<file path="config.mk">
export PLATFORM = sky130hd
export DESIGN_NAME = yellow_board_ctrl
export DESIGN_NICKNAME = d
export VERILOG_FILES = /design/src/rtl/board_pkg.sv /design/src/rtl/board_contact_det.sv /design/src/rtl/yellow_board_ctrl.sv
export SDC_FILE = /design/constraint.sdc
export NUM_CORES = 1
export LEC_CHECK = 0
export CAP_MARGIN = 40
export CORE_MARGIN = 2
export CORE_UTILIZATION = 30
export CTS_CLUSTER_SIZE = 20
export DETAILED_ROUTE_END_ITERATION = 8
export SLEW_MARGIN = 15
export SYNTH_ARGS = -nofsm -noshare
export SYNTH_HDL_FRONTEND = slang
export SYNTH_SLANG_ARGS = --single-unit
</file>
<file path="constraint.sdc">
create_clock -name Clk -period 7.3 [get_ports Clk]
set_clock_uncertainty 0.1 [all_clocks]
set_input_delay 1.46 -clock Clk [delete_from_list [all_inputs] [get_ports Clk]]
set_output_delay 1.46 -clock Clk [all_outputs]
set_load 0.005 [all_outputs]
</file>
<file path="src/rtl/board_pkg.sv">
`default_nettype none
// ============================================================================
// Module      : board_pkg
// Description : Shared types and geometry defaults for the yellow moving
//               board (lever-controlled platform).
//               - board_state_t : board motion state encoding
//               - c_* constants : default geometry used as parameter defaults
// Revision    : 1.0 - initial release
// ============================================================================
package board_pkg;

    typedef enum logic [1:0] {
        UP_REST   = 2'd0,
        MOV_DOWN  = 2'd1,
        DOWN_REST = 2'd2,
        MOV_UP    = 2'd3
    } board_state_t;

    localparam logic [9:0] c_Y_UP    = 10'd270;
    localparam logic [9:0] c_Y_DOWN  = 10'd330;
    localparam logic [2:0] c_STEP    = 3'd4;
    localparam logic [9:0] c_X_LEFT  = 10'd20;
    localparam logic [9:0] c_X_RIGHT = 10'd120;
    localparam logic [6:0] c_BOARD_H = 7'd8;

endpackage : board_pkg
`default_nettype wire

</file>
<file path="src/rtl/board_contact_det.sv">
`default_nettype none
// ============================================================================
// Module      : board_contact_det
// Description : Combinational geometry test between the character box and
//               the board.
//   Ports:
//     char_x, char_y          in  10  character centre
//     char_width, char_height in  7   character size
//     board_y                 in  10  board top edge
//     step_d                  in  10  pending downward step size
//     h_overlap               out 1   character span intersects [X_LEFT, X_RIGHT)
//     on_top                  out 1   character bottom equals board top
//     below_gap               out 1   character top lies within the strip the
//                                     board underside would sweep this step
// Revision    : 1.0 - initial release
// ============================================================================
module board_contact_det
    import board_pkg::*;
#(
    parameter logic [9:0] X_LEFT  = c_X_LEFT,
    parameter logic [9:0] X_RIGHT = c_X_RIGHT,
    parameter logic [6:0] BOARD_H = c_BOARD_H
) (
    input  logic [9:0] char_x,
    input  logic [9:0] char_y,
    input  logic [6:0] char_width,
    input  logic [6:0] char_height,
    input  logic [9:0] board_y,
    input  logic [9:0] step_d,
    output logic       h_overlap,
    output logic       on_top,
    output logic       below_gap
);

    logic [9:0] w_half_w;
    logic [9:0] w_half_h;
    logic [9:0] w_left;
    logic [9:0] w_right;
    logic [9:0] w_top;
    logic [9:0] w_bot;
    logic [9:0] w_board_bot;

    // All geometry is plain 10-bit unsigned arithmetic on zero-extended sizes.
    assign w_half_w    = {3'b000, char_width} >> 1;
    assign w_half_h    = {3'b000, char_height} >> 1;
    assign w_left      = char_x - w_half_w;
    assign w_right     = char_x + w_half_w;
    assign w_top       = char_y - w_half_h;
    assign w_bot       = char_y + w_half_h;
    assign w_board_bot = board_y + {3'b000, BOARD_H};

    assign h_overlap = (w_left < X_RIGHT) && (w_right >= X_LEFT);
    assign on_top    = (w_bot == board_y);
    assign below_gap = (w_top >= w_board_bot) && (w_top < (w_board_bot + step_d));

endmodule : board_contact_det
`default_nettype wire

</file>
<file path="src/rtl/yellow_board_ctrl.sv">
`default_nettype none
// ============================================================================
// Module      : yellow_board_ctrl
// Description : Moves the yellow board between its raised and lowered rest
//               positions, one step per frame tick, following the pole
//               detector's request level. Reports position, status and
//               character contact.
//   Ports:
//     Clk, Reset (async, active-high), frame_tick, board_down_req
//     char_x, char_y, char_width, char_height  - character box
//     board_y, board_moving, board_at_top, board_at_bottom, board_blocked
//     char_on_board, carry_dy (signed), carry_valid
//   Optional feature macro: BOARD_CARRY_EN (rider displacement outputs);
//   when undefined carry_dy / carry_valid are tied to 0.
// Revision    : 1.0 - initial release
// ============================================================================
module yellow_board_ctrl
    import board_pkg::*;
#(
    parameter logic [9:0] Y_UP    = c_Y_UP,
    parameter logic [9:0] Y_DOWN  = c_Y_DOWN,
    parameter logic [2:0] STEP    = c_STEP,
    parameter logic [9:0] X_LEFT  = c_X_LEFT,
    parameter logic [9:0] X_RIGHT = c_X_RIGHT,
    parameter logic [6:0] BOARD_H = c_BOARD_H
) (
    input  logic              Clk,
    input  logic              Reset,
    input  logic              frame_tick,
    input  logic              board_down_req,
    input  logic [9:0]        char_x,
    input  logic [9:0]        char_y,
    input  logic [6:0]        char_width,
    input  logic [6:0]        char_height,
    output logic [9:0]        board_y,
    output logic              board_moving,
    output logic              board_at_top,
    output logic              board_at_bottom,
    output logic              board_blocked,
    output logic              char_on_board,
    output logic signed [3:0] carry_dy,
    output logic              carry_valid
);

    board_state_t      r_state;
    board_state_t      w_state_nxt;
    logic [9:0]        r_board_y;
    logic [9:0]        w_board_y_nxt;
    logic              r_moving;
    logic              r_at_top;
    logic              r_at_bottom;
    logic              r_blocked;
    logic              w_blocked_nxt;
    logic              w_stepped;
    logic signed [3:0] w_step_dy;

    logic [9:0] w_step_ext;
    logic [9:0] w_rem_down;
    logic [9:0] w_rem_up;
    logic [9:0] w_d_down;
    logic [9:0] w_d_up;
    logic       w_h_overlap;
    logic       w_on_top;
    logic       w_below_gap;
    logic       w_char_on_board;

    // Step clipped to the remaining distance so a rest position is never overshot.
    assign w_step_ext = {7'd0, STEP};
    assign w_rem_down = Y_DOWN - r_board_y;
    assign w_rem_up   = r_board_y - Y_UP;
    assign w_d_down   = (w_rem_down < w_step_ext) ? w_rem_down : w_step_ext;
    assign w_d_up     = (w_rem_up   < w_step_ext) ? w_rem_up   : w_step_ext;

    board_contact_det #(
        .X_LEFT  (X_LEFT),
        .X_RIGHT (X_RIGHT),
        .BOARD_H (BOARD_H)
    ) u_contact (
        .char_x      (char_x),
        .char_y      (char_y),
        .char_width  (char_width),
        .char_height (char_height),
        .board_y     (r_board_y),
        .step_d      (w_d_down),
        .h_overlap   (w_h_overlap),
        .on_top      (w_on_top),
        .below_gap   (w_below_gap)
    );

    assign w_char_on_board = w_h_overlap && w_on_top;

    always_comb begin
        w_state_nxt   = r_state;
        w_board_y_nxt = r_board_y;
        w_blocked_nxt = 1'b0;
        w_stepped     = 1'b0;
        w_step_dy     = 4'sd0;
        case (r_state)
            UP_REST: begin
                if (board_down_req) w_state_nxt = MOV_DOWN;
            end
            DOWN_REST: begin
                if (!board_down_req) w_state_nxt = MOV_UP;
            end
            MOV_DOWN: begin
                if (!board_down_req) begin
                    w_state_nxt = MOV_UP;
                end else if (w_h_overlap && w_below_gap) begin
                    // Character is just beneath the board: hold position.
                    w_blocked_nxt = 1'b1;
                end else begin
                    w_board_y_nxt = r_board_y + w_d_down;
                    w_stepped     = 1'b1;
                    w_step_dy     = $signed({1'b0, w_d_down[2:0]});
                    if (w_d_down == w_rem_down) w_state_nxt = DOWN_REST;
                end
            end
            MOV_UP: begin
                if (board_down_req) begin
                    w_state_nxt = MOV_DOWN;
                end else begin
                    w_board_y_nxt = r_board_y - w_d_up;
                    w_stepped     = 1'b1;
                    w_step_dy     = -$signed({1'b0, w_d_up[2:0]});
                    if (w_d_up == w_rem_up) w_state_nxt = UP_REST;
                end
            end
            default: w_state_nxt = UP_REST;
        endcase
    end

    always_ff @(posedge Clk or posedge Reset) begin
        if (Reset) begin
            r_state     <= UP_REST;
            r_board_y   <= Y_UP;
            r_moving    <= 1'b0;
            r_at_top    <= 1'b1;
            r_at_bottom <= 1'b0;
            r_blocked   <= 1'b0;
        end else if (frame_tick) begin
            r_state     <= w_state_nxt;
            r_board_y   <= w_board_y_nxt;
            r_moving    <= (w_state_nxt == MOV_DOWN) || (w_state_nxt == MOV_UP);
            r_at_top    <= (w_state_nxt == UP_REST);
            r_at_bottom <= (w_state_nxt == DOWN_REST);
            r_blocked   <= w_blocked_nxt;
        end
    end

    assign board_y         = r_board_y;
    assign board_moving    = r_moving;
    assign board_at_top    = r_at_top;
    assign board_at_bottom = r_at_bottom;
    assign board_blocked   = r_blocked;
    assign char_on_board   = w_char_on_board;

`ifdef BOARD_CARRY_EN
    logic              r_carry_valid;
    logic signed [3:0] r_carry_dy;

    // Rider displacement pulses with the board_y update when the character
    // was standing on the board before the step.
    always_ff @(posedge Clk or posedge Reset) begin
        if (Reset) begin
            r_carry_valid <= 1'b0;
            r_carry_dy    <= 4'sd0;
        end else if (frame_tick && w_stepped && w_char_on_board) begin
            r_carry_valid <= 1'b1;
            r_carry_dy    <= w_step_dy;
        end else begin
            r_carry_valid <= 1'b0;
            r_carry_dy    <= 4'sd0;
        end
    end

    assign carry_valid = r_carry_valid;
    assign carry_dy    = r_carry_dy;
`else
    logic w_unused_rider;
    assign w_unused_rider = ^{w_stepped, w_step_dy};
    assign carry_valid    = 1'b0;
    assign carry_dy       = 4'sd0;
`endif

endmodule : yellow_board_ctrl
`default_nettype wire
</file>
==> results.cfg, run 1 <==
[global_route]
grt_util_met3 = 0.009269
maximum_number_of_pins_on_one_net_before_global_route_repair = 18
groute.layer.met2.usage = 0.2728
grt_pass1_vias = 3557
grt_first_pass_wirelength_um = 16690
grt_util_met1 = 0.1965
antenna_found_initial = 0
globalRoute.busiestLayer = met2
grt_util_all_layers = 0.1498
gr-total-overflow = 0

[timing]
slew-limit-headroom = 0.5792
layout_min_cycle_time_ns = 6.780
timing.final.crit_share = 0.9288
setup-violations-final = 0
rsz0062_at_grt = no
max_freq_mhz = 147.5
timing.final.hold_violations = 0
slew_violations = 0
tightest_pin_transition_ns = 0.6306
fin_setup_tns_ns = 0

[power]
clockPowerShare = 0.064
power.density_cell_area_nw_per_um2 = 388.4
power_report.internal_total_mw = 0.8608
p_sw_mw = 0.9191
power.share.combinational = 0.799
power.ir.vdd_worst_mv = 0.1301
power.sequential.fraction = 0.137
power_switching_share = 0.5164
leakagePower_nw = 1.975

[critical_path]
path_class = reg2reg
reg2reg_from = board_y[1]$_DFFE_PP1P_
slowest_delay_ns = 0.75
crit_path_end_kind = flop
critical_path.startpoint = board_y[1]$_DFFE_PP1P_
worstPathBufferInverterCount = 2
critical-path-top-cell-by-count = ha_1
timing.critical_path.from_type = flop
cell_family_contributing_the_most_delay_on_the_critical_path = compound AO/OA/AOI/OAI gates
critical_path_depth = 24
crit_chain = inv_1 > ha_1 > or2_2 > o221ai_1 > mux2i_1 > a21o_1 > nor2_2 > nand2_1 > inv_1 > nor2_1 > ha_1 > a21oi_1 > nor4_1 > o31a_1 > nor4_1 > a311oi_1 > ha_1 > a21o_1 > a221oi_1 > o221ai_1 > a221oi_2 > o2111ai_2 > and2_1 > mux2_4
r2r_end = board_y[7]$_DFFE_PP0P_
worst-endpoint-required_ns = 7.33
rr_worst_depth = 24
rrSetupSlack_ns = 0.52
cp_data_arrival_time_ns = 6.81
critical-path-slowest-cell = dfstp_2
worstPathMaxFanout = 15
worstSetupEndpoint = board_y[7]$_DFFE_PP0P_

[synth]
yosysWarnings = 0
synth_enable_flop_cells = 0
synthDistinctLibCells = 75
postSynthCellCount = 489
synth_area_per_cell_um2 = 7.830
syn_area_um2 = 3829
main_combinational_cell_family_by_area_after_synthesis = adder cells
seq_total_area_yosys = 0.09967
synthMuxAreaShare = 0.02549
postSynth.topFlopCell = dfrtp_1
fraction_of_synthesis_flops_using_an_asynchronous_set_or_reset_pin = 1.000
yosys.area_share.adder = 0.2431
synth_xor_area_frac = 0.1167
synth_compound_area_frac = 0.2314
post_synth_and_or_nand_nor_area_fraction = 0.2020
total_of_flip_flops_plus_latches_after_synthesis = 15

[final_layout]
layout_fillers = 1336
layout.area.seq_um2 = 381.6
synthToLayoutAreaGrowth_pct = 19.71
drive_gt1_frac = 0.05948
most_frequent_standard_cell_in_the_layout_excluding_fill_and_tap_cells = ha_1
fin_area_um2 = 4583
final_core_utilization = 0.3662
most-common-layout-cells = 68 x ha_1, 54 x inv_1, 50 x clkdlybuf4s50_1, 32 x xnor2_1, 31 x a21oi_1
antenna_cells_inserted = 0
multiInputGateArea_um2 = 3178
fin_nets = 649

[clock_tree]
numClockSinks = 15
clkSlewWorstSetupHoldPaths_ns = 0.06
cts_made_buffers = 3
clk_path_buf_depth = 2
clock_insertion_delay_worst_skew_ns = 0.25
clockRootBuffer = clkbuf_16
ctsHtreeMaxLevel = 1
post_cts_setup_buffer_count = 0
cts_tree = yes
cts-hold-fix-buffers = 0

[routing]
drt_wl_total_um = 10010
detailed_router_iteration_count_before_antenna_repair = 4
post_drt_wl_per_cell_um = 14.10
vias_after_detailed_routing = 3649
post-route-drc-count = 0
drtIter0Drc = 164
ant_nets = 0
vias_per_cell = 5.139

[floorplan]
core_area_um2 = 12520
design.portCount = 58
die_width_um = 117.0
start_util = 0.3059
fp.dieArea_um2 = 13680
die-height_um = 117.0
core.rowCount = 41

[run]
drv.max_cap_violation_count = 0

[run_status]
outcome = complete, no violations

[place]
place.port_buffers = 50
place_area_um2 = 4498
hpwl_um = 8256
place.gp.congestion = 0.8314

[hold_path]
worstHoldPathType = reg2reg
==> synthesized netlist by cell type (all sizes together) (2+ instances only) <==
master | number | share of area
a2111oi | 2 | 0.0062
a211o | 3 | 0.0069
a211oi | 4 | 0.0078
a21bo | 2 | 0.0052
a21boi | 2 | 0.0039
a21o | 5 | 0.0098
a21oi | 32 | 0.043
a221oi | 3 | 0.0085
a311oi | 3 | 0.0069
a31oi | 4 | 0.0065
a32o | 4 | 0.010
and2 | 5 | 0.0082
and3 | 3 | 0.0049
buf | 12 | 0.022
clkbuf | 6 | 0.0059
dfrtp | 10 | 0.065
dfstp | 5 | 0.034
fa | 4 | 0.021
ha | 68 | 0.22
inv | 54 | 0.053
mux2 | 3 | 0.0098
mux2i | 6 | 0.016
nand2 | 28 | 0.027
nand2b | 5 | 0.0082
nand3 | 21 | 0.027
nand3b | 3 | 0.0059
nand4 | 6 | 0.0098
nor2 | 26 | 0.025
nor2b | 7 | 0.012
nor3 | 13 | 0.017
nor3b | 4 | 0.0078
nor4 | 8 | 0.013
nor4b | 2 | 0.0078
o211ai | 4 | 0.0078
o21a | 6 | 0.012
o21ai | 24 | 0.032
o21bai | 5 | 0.0098
o221ai | 2 | 0.0046
o31ai | 3 | 0.0059
o41ai | 3 | 0.0088
or3 | 6 | 0.0098
or3b | 2 | 0.0052
or4b | 3 | 0.0078
xnor2 | 32 | 0.073
xor2 | 19 | 0.043
==> cell type report <==
type	instances	area share
clock buffer	3	0.01638
sequential	15	0.08327
clock inverter	1	0.001638
inverter	54	0.04423
timing repair buffer	53	0.1141
multi-input combinational	412	0.6934
tap	172	0.04696
==> worst min-delay path, cell delays in order, from the launching register on <==
cell	delay, ns
dfstp_2	0.36
nand2_1	0.05
o31ai_1	0.06
==> sequential cells by signal (all words and copies together) (netlist names) <==
signal           flops
board_at_top         1
board_moving         1
board_y             10
board_at_bottom      1
board_blocked        1
r_state              1
==> metal layers <==
metal / up-vias / part of all wire / wire [um]
li1: 1855 / - / -
met1: 1712 / 0.46 / 4621
met2: 74 / 0.49 / 4873
met3: 8 / 0.041 / 408
met4: 0 / 0.011 / 109
met5: - / 0 / 0
==> per-stage QoR <==
stage | instances | power, mW | worst slack (ns) | hold slack (ns)
2_1_floorplan | 499 | 1.295 | 1.404 | 0.3699
3_3_place_gp | 706 | 1.607 | 0.7104 | 0.3744
3_5_place_dp | 706 | 1.644 | 0.4786 | 0.3726
4_1_cts | 710 | 1.770 | 0.4557 | 0.3816
5_1_grt | 710 | 1.960 | 0.09478 | 0.4019
6_report | 710 | 1.780 | 0.5197 | 0.3796
==> power by group through the flow <==
stage,registers [mW],clock network [mW],logic (mW)
floorplan,0.175,0,1.12
global placement,0.241,0,1.37
detailed placement,0.244,0,1.40
CTS,0.244,0.115,1.41
global route,0.256,0.118,1.59
finish,0.244,0.113,1.42
==> cell families (layout without fill, tap and decap cells) <==
logic type | Yosys count | in the layout
mux | 9 | 9
fa+ha+maj | 72 | 72
flops | 15 | 15
xor+xnor | 51 | 51
other cells | 1 | 11
buf+inv | 72 | 111
simple gates | 144 | 144
compound gates | 125 | 125
==> how the worst min path moves through the flow <==
| stage | end | start | cells past startpoint |
|---|---|---|---|
| finish | board_at_top$_DFFE_PP1P_ | board_at_top$_DFFE_PP1P_ | 2 |
| global route | board_at_top$_DFFE_PP1P_ | board_at_top$_DFFE_PP1P_ | 2 |
| CTS | board_at_top$_DFFE_PP1P_ | board_at_top$_DFFE_PP1P_ | 2 |
| detailed placement | board_at_top$_DFFE_PP1P_ | board_at_top$_DFFE_PP1P_ | 2 |
| global placement | board_at_top$_DFFE_PP1P_ | board_at_top$_DFFE_PP1P_ | 2 |
| floorplan | board_at_top$_DFFE_PP1P_ | board_at_top$_DFFE_PP1P_ | 2 |
==> repair_timing <==
item                                   in CTS  in global routing
setup endpoints to repair                   0                  1
endpoints found under the hold margin       0                  0
gates resized for setup                     0                  1
Power figures use the tool's default switching activity.
==> run 2: changes to the inputs <==
- ABC_AREA: default -> 1
- SLEW_MARGIN: 15 -> default
==> results.cfg, run 2 <==
[timing]
slew_violations = 0
max_freq_mhz = 171.5
timing.final.hold_violations = 0
fin_setup_tns_ns = 0
slew-limit-headroom = 0.6200
tightest_pin_transition_ns = 0.5694
setup-violations-final = 0
timing.final.crit_share = 0.7989
rsz0062_at_grt = no
layout_min_cycle_time_ns = 5.832

[power]
power.share.combinational = 0.787
power_switching_share = 0.5385
power.density_cell_area_nw_per_um2 = 334.1
p_sw_mw = 0.8354
leakagePower_nw = 2.374
power.ir.vdd_worst_mv = 0.1914
power.sequential.fraction = 0.147
clockPowerShare = 0.067
power_report.internal_total_mw = 0.7158
fin_total_pwr_mw = 1.551

[synth]
syn_area_um2 = 3896
fraction_of_synthesis_flops_using_an_asynchronous_set_or_reset_pin = 1.000
synth_enable_flop_cells = 0
postSynth.topFlopCell = dfrtp_1
yosysWarnings = 0
postSynthCellCount = 601
synthDominantCellAreaShare = 0.2184
synthMostInstantiatedCell = nand2_1
largest_cells_by_area_after_synthesis = ha_1 22%, nand2_1 13%, inv_1 8.5%
yosys-top-cells-count = 131 x nand2_1, 88 x inv_1, 68 x ha_1
seq_total_area_yosys = 0.09794
synthDistinctLibCells = 44
synth_largest_area_cell = ha_1
synth_area_per_cell_um2 = 6.483
total_of_flip_flops_plus_latches_after_synthesis = 15

[routing]
drt_wl_total_um = 9054
post-route-drc-count = 0
detailed_router_iteration_count_before_antenna_repair = 4
vias_after_detailed_routing = 3780
ant_nets = 0
vias_per_cell = 4.582
post_drt_wl_per_cell_um = 10.97
drtIter0Drc = 144

[final_layout]
most-common-layout-cells = 131 x nand2_1, 88 x inv_1, 68 x ha_1, 51 x nor2_1, 50 x clkdlybuf4s50_1
antenna_cells_inserted = 0
most_frequent_standard_cell_in_the_layout_excluding_fill_and_tap_cells = nand2_1
finalNonFillerCells = 825
fin_nets = 764
drive_gt1_frac = 0.06432
synthToLayoutAreaGrowth_pct = 19.17
largest_register_ff_count = 10

[critical_path]
r2r_end = board_y[9]$_DFFE_PP0P_
crit_path_end_kind = output port
cp_data_arrival_time_ns = 4.27
rrSetupSlack_ns = 2.54
path_class = in2out
worst-endpoint-required_ns = 5.74
reg2reg_from = board_y[3]$_DFFE_PP1P_
timing.critical_path.from_type = input port
worstPathMaxFanout = 5
rr_worst_depth = 33

[global_route]
grt_pass1_vias = 3575
grt_util_all_layers = 0.1347
maximum_number_of_pins_on_one_net_before_global_route_repair = 20
antenna_found_initial = 0
grt_first_pass_wirelength_um = 16170
gr-total-overflow = 0

[place]
place.port_buffers = 50
place.gp.congestion = 0.8157
hpwl_um = 7837
dpl.cell_count = 821

[clock_tree]
clk_path_buf_depth = 2
ctsResizeCount = 0
numClockSinks = 15
cts-hold-fix-buffers = 0
ctsHtreeMaxLevel = 1
clock_insertion_delay_worst_skew_ns = 0.24
cts_tree = yes
clockRootBuffer = clkbuf_16
clkSlewWorstSetupHoldPaths_ns = 0.05
cts_made_buffers = 3
post_cts_setup_buffer_count = 0

[run]
drv.max_cap_violation_count = 0

[run_status]
outcome = complete, no violations

[floorplan]
core.rowCount = 41
core_area_um2 = 12670
start_util = 0.3075
die_width_um = 118.0
fp.dieArea_um2 = 13910
die-height_um = 118.0
design.portCount = 58

[hold_path]
timing.hold.worst_endpoint = board_at_bottom$_DFFE_PP0P_
worstHoldPathType = reg2reg
min_from = board_at_bottom$_DFFE_PP0P_
hold_path_depth = 2
## run 2: changes by cell type in the layout (fill, tap and decap cells not counted), sizes merged, moves of 5 or more
cell / delta
nor2: +29
nand2b: -5
xor2: +17
nor3: -8
nor2b: -7
a21oi: +6
o21ai: +7
xnor2: -22
inv: +41
mux2i: -6
nand3: +27
nand2: +114
or3: -6
## run 2: logic make-up after synthesis
logic type / synth area share
other: 0.0009625
AO/OA/AOI/OAI: 0.1329
XOR/XNOR: 0.1034
buffers and inverters: 0.1150
adder cells (fa/ha/maj): 0.2389
flip-flops: 0.09795
AND/OR/NAND/NOR: 0.3108
## run 2: power by group through the flow
stage               clock network (mW)  registers (mW)  logic (mW)
floorplan                            0           0.182       0.966
global placement                     0           0.234        1.20
detailed placement                   0           0.231        1.21
CTS                              0.106           0.230        1.22
global route                     0.113           0.240        1.43
finish                           0.103           0.227        1.22
## run 2: layout make-up
cell class / count / area [um2]
clock buffer: 3 / 75.07
clock inverter: 1 / 5.005
fill: 1393 / 8028
inverter: 96 / 361.6
multi-input combinational: 488 / 3104
sequential: 15 / 381.6
tap: 172 / 215.2
timing repair buffer: 50 / 500.5
## run 2: worst max-delay path by stage
stage / depth (start not counted) / slack (ns) / end / from
2_1_floorplan: 14 / 2.59 / char_on_board / char_height[4]
3_3_place_gp: 14 / 1.42 / char_on_board / char_y[0]
3_5_place_dp: 15 / 1.43 / char_on_board / char_height[3]
4_1_cts: 15 / 1.42 / char_on_board / char_height[3]
5_1_grt: 14 / 1.15 / char_on_board / char_height[3]
6_report: 15 / 1.47 / char_on_board / char_height[3]
## run 2: per-layer routing
metal | up-vias | wire (um) | part of all wire | global-route usage
li1 | 2041 | - | - | -
met1 | 1684 | 4502 | 0.50 | 0.1816
met2 | 52 | 4305 | 0.48 | 0.2420
met3 | 3 | 200 | 0.022 | 0.01453
met4 | 0 | 45 | 0.0050 | 0.006024
met5 | - | 0 | 0 | 0
## run 2: critical path, cell delays in order
cell,delay [ns]
clkdlybuf4s50_1,0.48
inv_1,0.05
ha_1,0.35
inv_1,0.12
nand3_1,0.08
nand2_1,0.11
a21oi_1,0.07
o21ai_0,0.26
nand3_1,0.14
xor2_1,0.16
o21bai_1,0.15
nor3_1,0.20
nand2_1,0.07
nor2_1,0.08
clkdlybuf4s50_1,0.50
## run 2: stage by stage
| step | util | cell area (um2) | hold slack, ns | setup slack, ns |
|---|---|---|---|---|
| 6_report | 0.3664 | 4643 | 0.3825 | 1.468 |
| 5_1_grt | 0.3664 | 4643 | 0.4177 | 1.150 |
| 4_1_cts | 0.3664 | 4643 | 0.3924 | 1.421 |
| 3_5_place_dp | 0.3601 | 4563 | 0.3800 | 1.426 |
| 3_3_place_gp | 0.3601 | 4563 | 0.3773 | 1.421 |
| 2_1_floorplan | - | 3934 | 0.3726 | 2.594 |
==> run 3: changes to the inputs <==
- clock period: 7.3 -> 5.7 ns (I/O delays scaled with it)
==> results.cfg, run 3 (synthesis results as in run 2) <==
[final_layout]
fin_nets = 764
most-common-layout-cells = 131 x nand2_1, 88 x inv_1, 68 x ha_1, 51 x nor2_1, 50 x clkdlybuf4s50_1
antenna_cells_inserted = 0
drive_gt1_frac = 0.06432
most_frequent_standard_cell_in_the_layout_excluding_fill_and_tap_cells = nand2_1
synthToLayoutAreaGrowth_pct = 19.17
largest_register_ff_count = 10
finalNonFillerCells = 825

[critical_path]
path_class = in2out
crit_chain = clkdlybuf4s50_1 > ha_1 > fa_1 > nand3_1 > nand2_1 > a21oi_1 > o21ai_0 > xor2_1 > o21ai_0 > nand3b_1 > nor3_1 > nand2_1 > nor2_1 > clkdlybuf4s50_1
worstPathMaxFanout = 2
cp_data_arrival_time_ns = 3.98
timing.critical_path.from_type = input port
worst-endpoint-required_ns = 4.46
rr_worst_depth = 33
crit_path_end_kind = output port
critical-path-slowest-cell = clkdlybuf4s50_1
slowest_delay_ns = 0.50

[routing]
post_drt_wl_per_cell_um = 10.80
vias_per_cell = 4.539
post-route-drc-count = 0
drt_wl_total_um = 8906
detailed_router_iteration_count_before_antenna_repair = 5
ant_nets = 0
drtIter0Drc = 186
vias_after_detailed_routing = 3745

[timing]
fin_setup_tns_ns = 0
timing.final.crit_share = 0.9151
layout_min_cycle_time_ns = 5.216
timing.final.hold_violations = 0
worst_hold_slack_ns = 0.3910
setup-violations-final = 0
slew_violations = 0
rsz0062_at_grt = no
max_freq_mhz = 191.7
tightest_pin_transition_ns = 0.5693
post_route_worst_setup_slack_ns = 0.4841
slew-limit-headroom = 0.6200

[global_route]
grt_pass1_vias = 3466
antenna_found_initial = 0
grt_util_all_layers = 0.1301
grt_first_pass_wirelength_um = 15640
maximum_number_of_pins_on_one_net_before_global_route_repair = 20
gr-total-overflow = 0

[hold_path]
worstHoldPathType = reg2reg
hold_path_depth = 2

[floorplan]
core_area_um2 = 12670
design.portCount = 58
core.rowCount = 41
start_util = 0.3075
fp.dieArea_um2 = 13910
die-height_um = 118.0
die_width_um = 118.0

[clock_tree]
cts_made_buffers = 3
clk_path_buf_depth = 2
numClockSinks = 15
cts_tree = yes
post_cts_setup_buffer_count = 0
clock_insertion_delay_worst_skew_ns = 0.24
cts-hold-fix-buffers = 0
clkSlewWorstSetupHoldPaths_ns = 0.05
ctsResizeCount = 0
ctsHtreeMaxLevel = 1
clockRootBuffer = clkbuf_16

[place]
dpl.cell_count = 821
place.gp.congestion = 0.8317
dp_worst_setup_slack_ns = 0.4785
place.port_buffers = 50
hpwl_um = 7739

[power]
fin_total_pwr_mw = 1.975
leakagePower_nw = 2.374
power.density_cell_area_nw_per_um2 = 425.4
power.ir.vdd_worst_mv = 0.2127

[run]
drv.max_cap_violation_count = 0

[run_status]
outcome = complete, no violations
## run 3: cell counts in the layout (fill, tap and decap cells not counted)
No cell type changed its count.
## run 3: routing by layer
layer / up-vias / global-route usage / share of wire / wire [um]
li1: 2044 / - / - / -
met2: 55 / 0.2344 / 0.47 / 4213
met3: 0 / 0.01550 / 0.034 / 301
met1: 1646 / 0.1754 / 0.49 / 4391
met4: 0 / 0.002259 / 0 / 0
met5: - / 0 / 0 / 0
## run 3: per-stage QoR
step / util / area [um2]
6_report: 0.3664 / 4643
4_1_cts: 0.3664 / 4643
5_1_grt: 0.3664 / 4643
2_1_floorplan: - / 3934
3_5_place_dp: 0.3601 / 4563
3_3_place_gp: 0.3601 / 4563
## run 3: cell type report
cell class / count / area (um2)
clock buffer: 3 / 75.07
clock inverter: 1 / 5.005
fill: 1389 / 8028
inverter: 96 / 361.6
multi-input combinational: 488 / 3104
sequential: 15 / 381.6
tap: 172 / 215.2
timing repair buffer: 50 / 500.5
## run 3: path summary, 6_finish.rpt
check / from / to / slack (ns)
hold reg to reg: board_at_bottom$_DFFE_PP0P_ / board_at_bottom$_DFFE_PP0P_ / 0.39
hold / removal: board_at_bottom$_DFFE_PP0P_ / board_at_bottom$_DFFE_PP0P_ / 0.39
max in group asynchronous: Reset / board_y[2]$_DFFE_PP1P_ / 3.97
min in group asynchronous: Reset / board_y[6]$_DFFE_PP0P_ / 1.15
setup / recovery: char_y[0] / char_on_board / 0.48
setup reg to reg: board_y[3]$_DFFE_PP1P_ / board_y[9]$_DFFE_PP0P_ / 0.93
## run 3: critical path: cells and delay by family
kind                       cells  cell delay (ns)
adders and majority gates      2             0.66
xor gates and xnor gates       1             0.20
AOI/OAI and AO/OA              3             0.37
buffers and inverters          2             0.92
and+or+nand+nor                6             0.69
## run 3: where the power goes
part / internal [mW] / total (mW) / switching [mW]
clock: 0.0936 / 0.135 / 0.0414
combinational: 0.658 / 1.55 / 0.888
sequential: 0.164 / 0.293 / 0.130
total: 0.916 / 1.98 / 1.06
